===== src/rtl/serial_add_sub.sv =====
// Bit-serial N-bit adder / two's-complement subtractor.
// One full-adder cell consumes one operand bit per clock, LSB first, between
// a valid/ready operand interface and a valid/ready result interface.
module serial_add_sub #(
  parameter int N = 8
) (
  input  logic         clk,
  input  logic         rst_n,
  input  logic         in_valid,
  output logic         in_ready,
  input  logic [N-1:0] a,
  input  logic [N-1:0] b,
  input  logic         sub,
  output logic         out_valid,
  input  logic         out_ready,
  output logic [N:0]   result
);

  localparam int CW = (N > 1) ? $clog2(N) : 1;

  typedef enum logic [1:0] {
    S_IDLE,
    S_CALC,
    S_DONE
  } state_t;

  state_t          r_state;
  logic [N-1:0]    r_a;
  logic [N-1:0]    r_b;
  logic [N-1:0]    r_sum;
  logic            r_carry;
  logic            r_op;
  logic [CW-1:0]   r_cnt;
  logic [N:0]      r_result;

  logic            w_s;
  logic            w_c;
  logic            w_last;
  logic [N:0]      w_cat;
  logic [N-1:0]    w_sum_next;

  // Full-adder cell on the current LSBs and the sum register shifted right
  // with the new bit entering at the top (concatenate-then-slice keeps N=1 legal).
  always_comb begin
    w_s        = r_a[0] ^ r_b[0] ^ r_carry;
    w_c        = (r_a[0] & r_b[0]) | (r_a[0] & r_carry) | (r_b[0] & r_carry);
    w_cat      = {w_s, r_sum};
    w_sum_next = w_cat[N:1];
    w_last     = (r_cnt == CW'(N - 1));
  end

  // Control FSM and datapath registers; the result is captured on the last bit.
  always_ff @(posedge clk or negedge rst_n) begin
    if (!rst_n) begin
      r_state  <= S_IDLE;
      r_a      <= '0;
      r_b      <= '0;
      r_sum    <= '0;
      r_carry  <= 1'b0;
      r_op     <= 1'b0;
      r_cnt    <= '0;
      r_result <= '0;
    end else begin
      case (r_state)
        S_IDLE: begin
          if (in_valid) begin
            r_a     <= a;
            r_b     <= b ^ {N{sub}};
            r_carry <= sub;
            r_op    <= sub;
            r_cnt   <= '0;
            r_sum   <= '0;
            r_state <= S_CALC;
          end
        end
        S_CALC: begin
          r_a     <= r_a >> 1;
          r_b     <= r_b >> 1;
          r_carry <= w_c;
          r_sum   <= w_sum_next;
          r_cnt   <= r_cnt + CW'(1);
          if (w_last) begin
            // Subtraction carry-out is the inverted borrow, so flip it for the sign bit.
            r_result <= {(r_op ? ~w_c : w_c), w_sum_next};
            r_state  <= S_DONE;
          end
        end
        S_DONE: begin
          if (out_ready) begin
            r_state <= S_IDLE;
          end
        end
        default: r_state <= S_IDLE;
      endcase
    end
  end

  // Handshake outputs decode the state register only.
  always_comb begin
    in_ready  = (r_state == S_IDLE);
    out_valid = (r_state == S_DONE);
    result    = r_result;
  end

endmodule

===== config.mk =====
export PLATFORM = sky130hd
export DESIGN_NAME = serial_add_sub
export DESIGN_NICKNAME = d
export VERILOG_FILES = /design/src/rtl/serial_add_sub.sv
export SDC_FILE = /design/constraint.sdc
export NUM_CORES = 1
export LEC_CHECK = 0
export CORE_MARGIN = 2
export CORE_UTILIZATION = 51
export DETAILED_ROUTE_END_ITERATION = 8
export GPL_ROUTABILITY_DRIVEN = 0
export PLACE_DENSITY_LB_ADDON = 0.15
export REMOVE_ABC_BUFFERS = 1
export SETUP_SLACK_MARGIN = 0.5
export SYNTH_ARGS = -nofsm -noshare
export SYNTH_HDL_FRONTEND = slang
export SYNTH_SLANG_ARGS = --single-unit

===== constraint.sdc =====
create_clock -name clk -period 1.8 [get_ports clk]
set_input_delay 0.36 -clock clk [delete_from_list [all_inputs] [get_ports clk]]
set_output_delay 0.36 -clock clk [all_outputs]
set_load 0.02 [all_outputs]

==> results of run 1 <==
## logic make-up after synthesis
kind of cell / synth area share, %
buffers and inverters: 4.90
adders and majority gates: 2.60
and+or+nand+nor: 8.08
xor gates and xnor gates: 4.54
muxes: 6.71
DFF: 56.2
AOI/OAI and AO/OA: 16.9
## power groups by stage
stage | sequential, mW | combinational, mW | clock [mW]
final | 1.49 | 1.71 | 0.515
after global placement | 1.45 | 1.31 | 0
after detailed placement | 1.47 | 1.37 | 0
after floorplan | 1.57 | 0.707 | 0
after CTS | 1.46 | 1.44 | 0.523
after global routing | 1.52 | 1.84 | 0.569
## worst reg2reg max path, delay by kind of cell, from the launching register on
kind | cells | cell delay (ns)
fa+ha+maj | 2 | 0.35
buf+inv | 1 | 0.16
flops | 1 | 0.40
mux | 1 | 0.30
simple gates | 1 | 0.14
## worst max path at each step
stage / from / endpoint / slack [ns] / cells after the start
floorplan: r_state[0] / r_b[5] / 0.25 / 3
global placement: in_valid / r_op / 0.16 / 3
detailed placement: in_valid / r_op / 0.11 / 3
CTS: r_cnt[1] / result[5] / 0.32 / 5
global route: r_cnt[1] / result[5] / 0.27 / 5
finish: r_cnt[1] / result[5] / 0.33 / 5
## flip-flops by register name (all words and copies together), names as in the netlist
| register | count |
|---|---|
| r_carry | 1 |
| r_op | 1 |
| result | 9 |
| r_sum | 7 |
| r_state | 2 |
| r_cnt | 3 |
| r_a | 8 |
| r_b | 8 |
## cells in the final DEF, fill, tap and decap left out, types with 2 or more instances in the layout
cell	instances
clkbuf_4	5
xor2_1	8
o21ai_0	9
buf_2	5
dfrtp_1	38
a22o_1	10
clkdlybuf4s50_1	18
inv_1	4
clkbuf_8	2
a222oi_1	2
nor2_1	2
buf_6	15
mux2_4	9
nand2_1	9
buf_4	19
and3b_1	5
a221o_1	6
a22oi_1	8
## metal layers
| layer | vias up | wire, microns | global-route usage [%] |
|---|---|---|---|
| li1 | 611 | - | - |
| met1 | 676 | 1610 | 23.1 |
| met2 | 49 | 1930 | 34.5 |
| met3 | 9 | 217 | 6.16 |
| met4 | 0 | 64 | 7.22 |
| met5 | - | 0 | 0 |
## repair_timing
action / 4_1_cts / 5_1_grt
pin swaps: 5 / 10
cloned: 1 / 4
hold buffers: 1 / 0
hold endpoints to repair: 18 / 0
buffers inserted: 6 / 10
resized for setup: 66 / 23
endpoints found under the setup margin: 48 / 48
## area by class of cell
class	instances	area share, %
tap	46	2.36
multi-input combinational	83	30.4
timing repair buffer	61	23.7
clock buffer	7	2.66
clock inverter	1	0.307
inverter	4	0.614
sequential	39	40.0
## metrics by stage
stage,area [sq um],utilization (%)
2_1_floorplan,1670,-
3_3_place_gp,2100,63.3
3_5_place_dp,2100,63.3
4_1_cts,2250,68.0
5_1_grt,2440,73.8
6_report,2440,73.8
==> results_dict.tcl, run 1 <==
set metrics [dict create \
    path_clk_slew_ns 0.12 \
    syn_area_per_cell_sq_um 12.9 \
    total_power_mw 3.71 \
    combPwrFrac_pct 46.0 \
    fillerInstances 253 \
    multiInputGateArea_sq_um 742 \
    synth_cell_type_count 27 \
    ir_drop_v 0.000855 \
    die_w_microns 62.3 \
    reg2regPathDepth 5 \
    ctsRootBufferMaster "clkbuf_4" \
    start_util_pct 52.4 \
    netlist_instances 135 \
    syn_to_final_growth_pct 40.8 \
    fin_ws_ns 0.327 \
    num_antenna_cells 0 \
    drt_pass1_iterations 4 \
    finClkSkew_ns 0.0107 \
    path_cells "ha_2, ha_4, nand3b_1, buf_6, mux2_4" \
    dr_total_vias 1345 \
    grt_use_total_pct 19.8 \
    place_ws_ns 0.111 \
    io_pins 32 \
    wl_per_cell_microns 15.9 \
    clock_path_buffers 2 \
    arrival_ns 1.72 \
    numCtsBuffers 5 \
    ys.warnings.count 0 \
    ys_ff_latch 39 \
    ys_seq_area_share_pct 56.2 \
    grt_pass1_vias 1316 \
    drive_above_1_share_pct 34.4 \
    crit_fanout 5 \
    start_kind "register" \
    critPathSlowestCell "dfrtp_1" \
    cpPeakStageDelay_ns 0.40 \
    regToRegStartpoint "r_cnt[1]" \
    wirelength_mm 3.83 \
    critPathBufInv 1 \
    htree_levels 2 \
    hpwl_mm 2.31 \
    max_freq_mhz 679 \
    p_seq_share_pct 40.1 \
    syn_area_sq_um 1740 \
    yosys-top-cells-count "dfrtp_1, a22o_1, o21ai_0" \
    rows 21 \
    fin_crit_sh_pct 81.8 \
    synth-edff-count 0 \
    reg2reg_setup_slack_ns 0.33 \
    die_h_microns 62.3 \
    timing.hold.ws_ns 0.474 \
    grt_start_max_net_pins 21 \
    hp-class "in2async" \
    cts_tree "built" \
    tightest_slew_ns 0.453 \
    synth_top_cell_by_area "dfrtp_1" \
    synth_area_leaders "dfrtp_1, mux2_2, a22o_1" \
    p_sw_share_pct 34.4 \
    outcome "finished clean" \
    p_clk_share_pct 13.9 \
    hold_viol 0 \
    final_cells 241 \
    grt_remaining_overflow 0 \
    finalSetupViolCount 0 \
    rsz0062_at_grt "true" \
    slew_violations 0 \
    cpLargestDelayFamily "flip-flops" \
    ant_nets 0 \
    power_density_nw_per_um2 1520 \
    ys_async_sr_fraction_pct 100 \
    leakage_nw 1.20 \
    rr_endpoint "result[5]" \
    core-area_sq_um 3310 \
    relSlewSlack_pct 69.8 \
    vias_per_cell 5.58 \
    register_area_sq_um 977 \
    finalCriticalPeriod_ns 1.47 \
    die-area_sq_um 3890 \
    synth.most_common_cell "dfrtp_1" \
    synth_top_area_share_pct 56.2 \
    p_int_mw 2.43 \
    grt_pass1_wl_mm 6.02 \
    yosys_most_used_dff "dfrtp_1" \
    critPathCaptureType "register" \
    antenna_found_initial 0 \
    cap_violations 0 \
    drc 0 \
    numClockSinks 39 \
    drt_iter0_markers 49 \
    p_switching_mw 1.28 \
    critical_path_class "reg2reg" \
    tns_ns 0 \
    fin_nets 218 \
    cp_data_required_time_ns 2.04 \
    port_buffers 31 \
    insertion_delay_ns 0.35 \
    dp.cells 211 \
]
Note: power is estimated with default switching activity, not from simulation.
==> run 2: changes to the inputs <==
Settings changed: CORE_UTILIZATION 51 to 46.
Clock period 1.8 ns to 1.19 ns, I/O delays scaled along.
==> results_dict.tcl, run 2 (same netlist as run 1, synthesis figures left out) <==
set metrics [dict create \
    numClockSinks 39 \
    power_density_nw_per_um2 2500 \
    tightest_slew_ns 0.307 \
    max_freq_mhz 648 \
    clock_path_buffers 2 \
    ant_nets 0 \
    num_antenna_cells 0 \
    slew_violations 0 \
    wl_per_cell_microns 17.7 \
    grt_remaining_overflow 0 \
    register_area_sq_um 977 \
    finalCriticalPeriod_ns 1.54 \
    cpLargestDelayFamily "flip-flops" \
    arrival_ns 1.73 \
    antenna_found_initial 0 \
    crit_fanout 6 \
    leakage_nw 1.38 \
    outcome "finished with violations" \
    fin_nets 235 \
    drc 0 \
    cp_data_required_time_ns 1.38 \
    htree_levels 2 \
    grt_pass1_vias 1434 \
    start_kind "register" \
    hpwl_mm 2.33 \
    tns_ns -8.76 \
    vias_per_cell 5.33 \
    die_h_microns 65.4 \
    cts_tree "built" \
    grt_start_max_net_pins 40 \
    relSlewSlack_pct 79.5 \
    place_ws_ns -0.373 \
    io_pins 32 \
    fillerInstances 230 \
    insertion_delay_ns 0.30 \
    cap_violations 0 \
    path_clk_slew_ns 0.08 \
    finalSetupViolCount 41 \
    mostFrequentLayoutCell "dfrtp_1" \
    finClkSkew_ns 0.00631 \
    total_power_mw 7.19 \
    path_cells "ha_4, ha_4, nand3b_1, buf_6, buf_12, mux2_4" \
    ctsRootBufferMaster "clkbuf_8" \
    drt_iter0_markers 79 \
    grt_use_total_pct 22.8 \
    mostFrequentLayoutCells "dfrtp_1, buf_6, buf_4, clkdlybuf4s50_1" \
    path_common_cell "ha_4" \
    drt_pass1_iterations 4 \
    numCtsBuffers 5 \
    syn_to_final_growth_pct 65.4 \
    cpPeakStageDelay_ns 0.43 \
    dr_total_vias 1385 \
    rows 22 \
    die_w_microns 65.4 \
    hp-class "in2async" \
    ir_drop_v 0.00142 \
    grt_pass1_wl_mm 7.13 \
    failed_checks "negative setup slack" \
    start_util_pct 47.8 \
    hold_viol 0 \
    fin_crit_sh_pct 130 \
    core-area_sq_um 3630 \
    largest_register_ffs 9 \
    critical_path_class "reg2reg" \
    critPathCaptureType "register" \
    reg2regPathDepth 6 \
    cp.depth 6 \
    wirelength_mm 4.60 \
    critPathBufInv 2 \
    rsz0062_at_grt "true" \
    port_buffers 31 \
    fin_ws_ns -0.353 \
    multiInputGateArea_sq_um 821 \
    critPathSlowestCell "dfrtp_1" \
    die-area_sq_um 4280 \
    drive_above_1_share_pct 47.2 \
]
==> run 2: final timing paths <==
path / end / from / slack, ns
min in group clk: r_a[5] / r_a[5] / 0.50
worst max register to register: result[7] / r_cnt[1] / -0.35
worst max-delay path: result[7] / r_cnt[1] / -0.35
worst min-delay path: r_sum[4] / rst_n / 0.45
worst min register to register: r_a[5] / r_a[5] / 0.50
max in group asynchronous: r_b[5] / rst_n / 0.58
==> run 2: cell type report <==
class                           instances  share of cell area (%)
Inverter                                4                   0.523
Sequential cell                        39                    34.0
Clock inverter                          2                    2.09
Timing Repair Buffer                   79                    30.1
Tap cell                               48                    2.09
Multi-Input combinational cell         82                    28.6
Clock buffer                            6                    2.53
==> run 2: timing repair <==
action,4_1_cts,5_1_grt
setup buffers,15,9
gates resized for setup,120,17
gates cloned,3,1
hold endpoints to repair,39,0
pin swaps,22,10
hold buffers,1,0
setup endpoints to repair,50,51
==> run 2: report_power, final <==
part	internal, mW	switching (mW)
clock	0.838	0.467
combinational	2.14	1.43
sequential	1.88	0.433
total	4.86	2.33
==> run 2: per-layer routing <==
layer / track usage, % / share of wire [%] / wire, microns
met4: 8.85 / 1.7 / 80
met3: 6.68 / 3.6 / 164
met2: 37.4 / 51 / 2340
met1: 28.6 / 44 / 2010
met5: 0 / 0 / 0
==> run 2: worst reg2reg max path, stage by stage, from the launching register on <==
cell	delay, ns
dfrtp_1	0.43
ha_4	0.19
ha_4	0.15
nand3b_1	0.10
buf_6	0.14
buf_12	0.13
mux2_4	0.30
==> run 2: through the flow <==
step	cells	hold slack, ns	utilization (%)	cell area, sq um
final	260	0.451	79.0	2870
after global routing	260	0.460	79.0	2870
after CTS	250	0.435	74.6	2710
after detailed placement	223	0.218	61.2	2220
after global placement	223	0.219	61.2	2220
after floorplan	125	-0.0576	-	1670
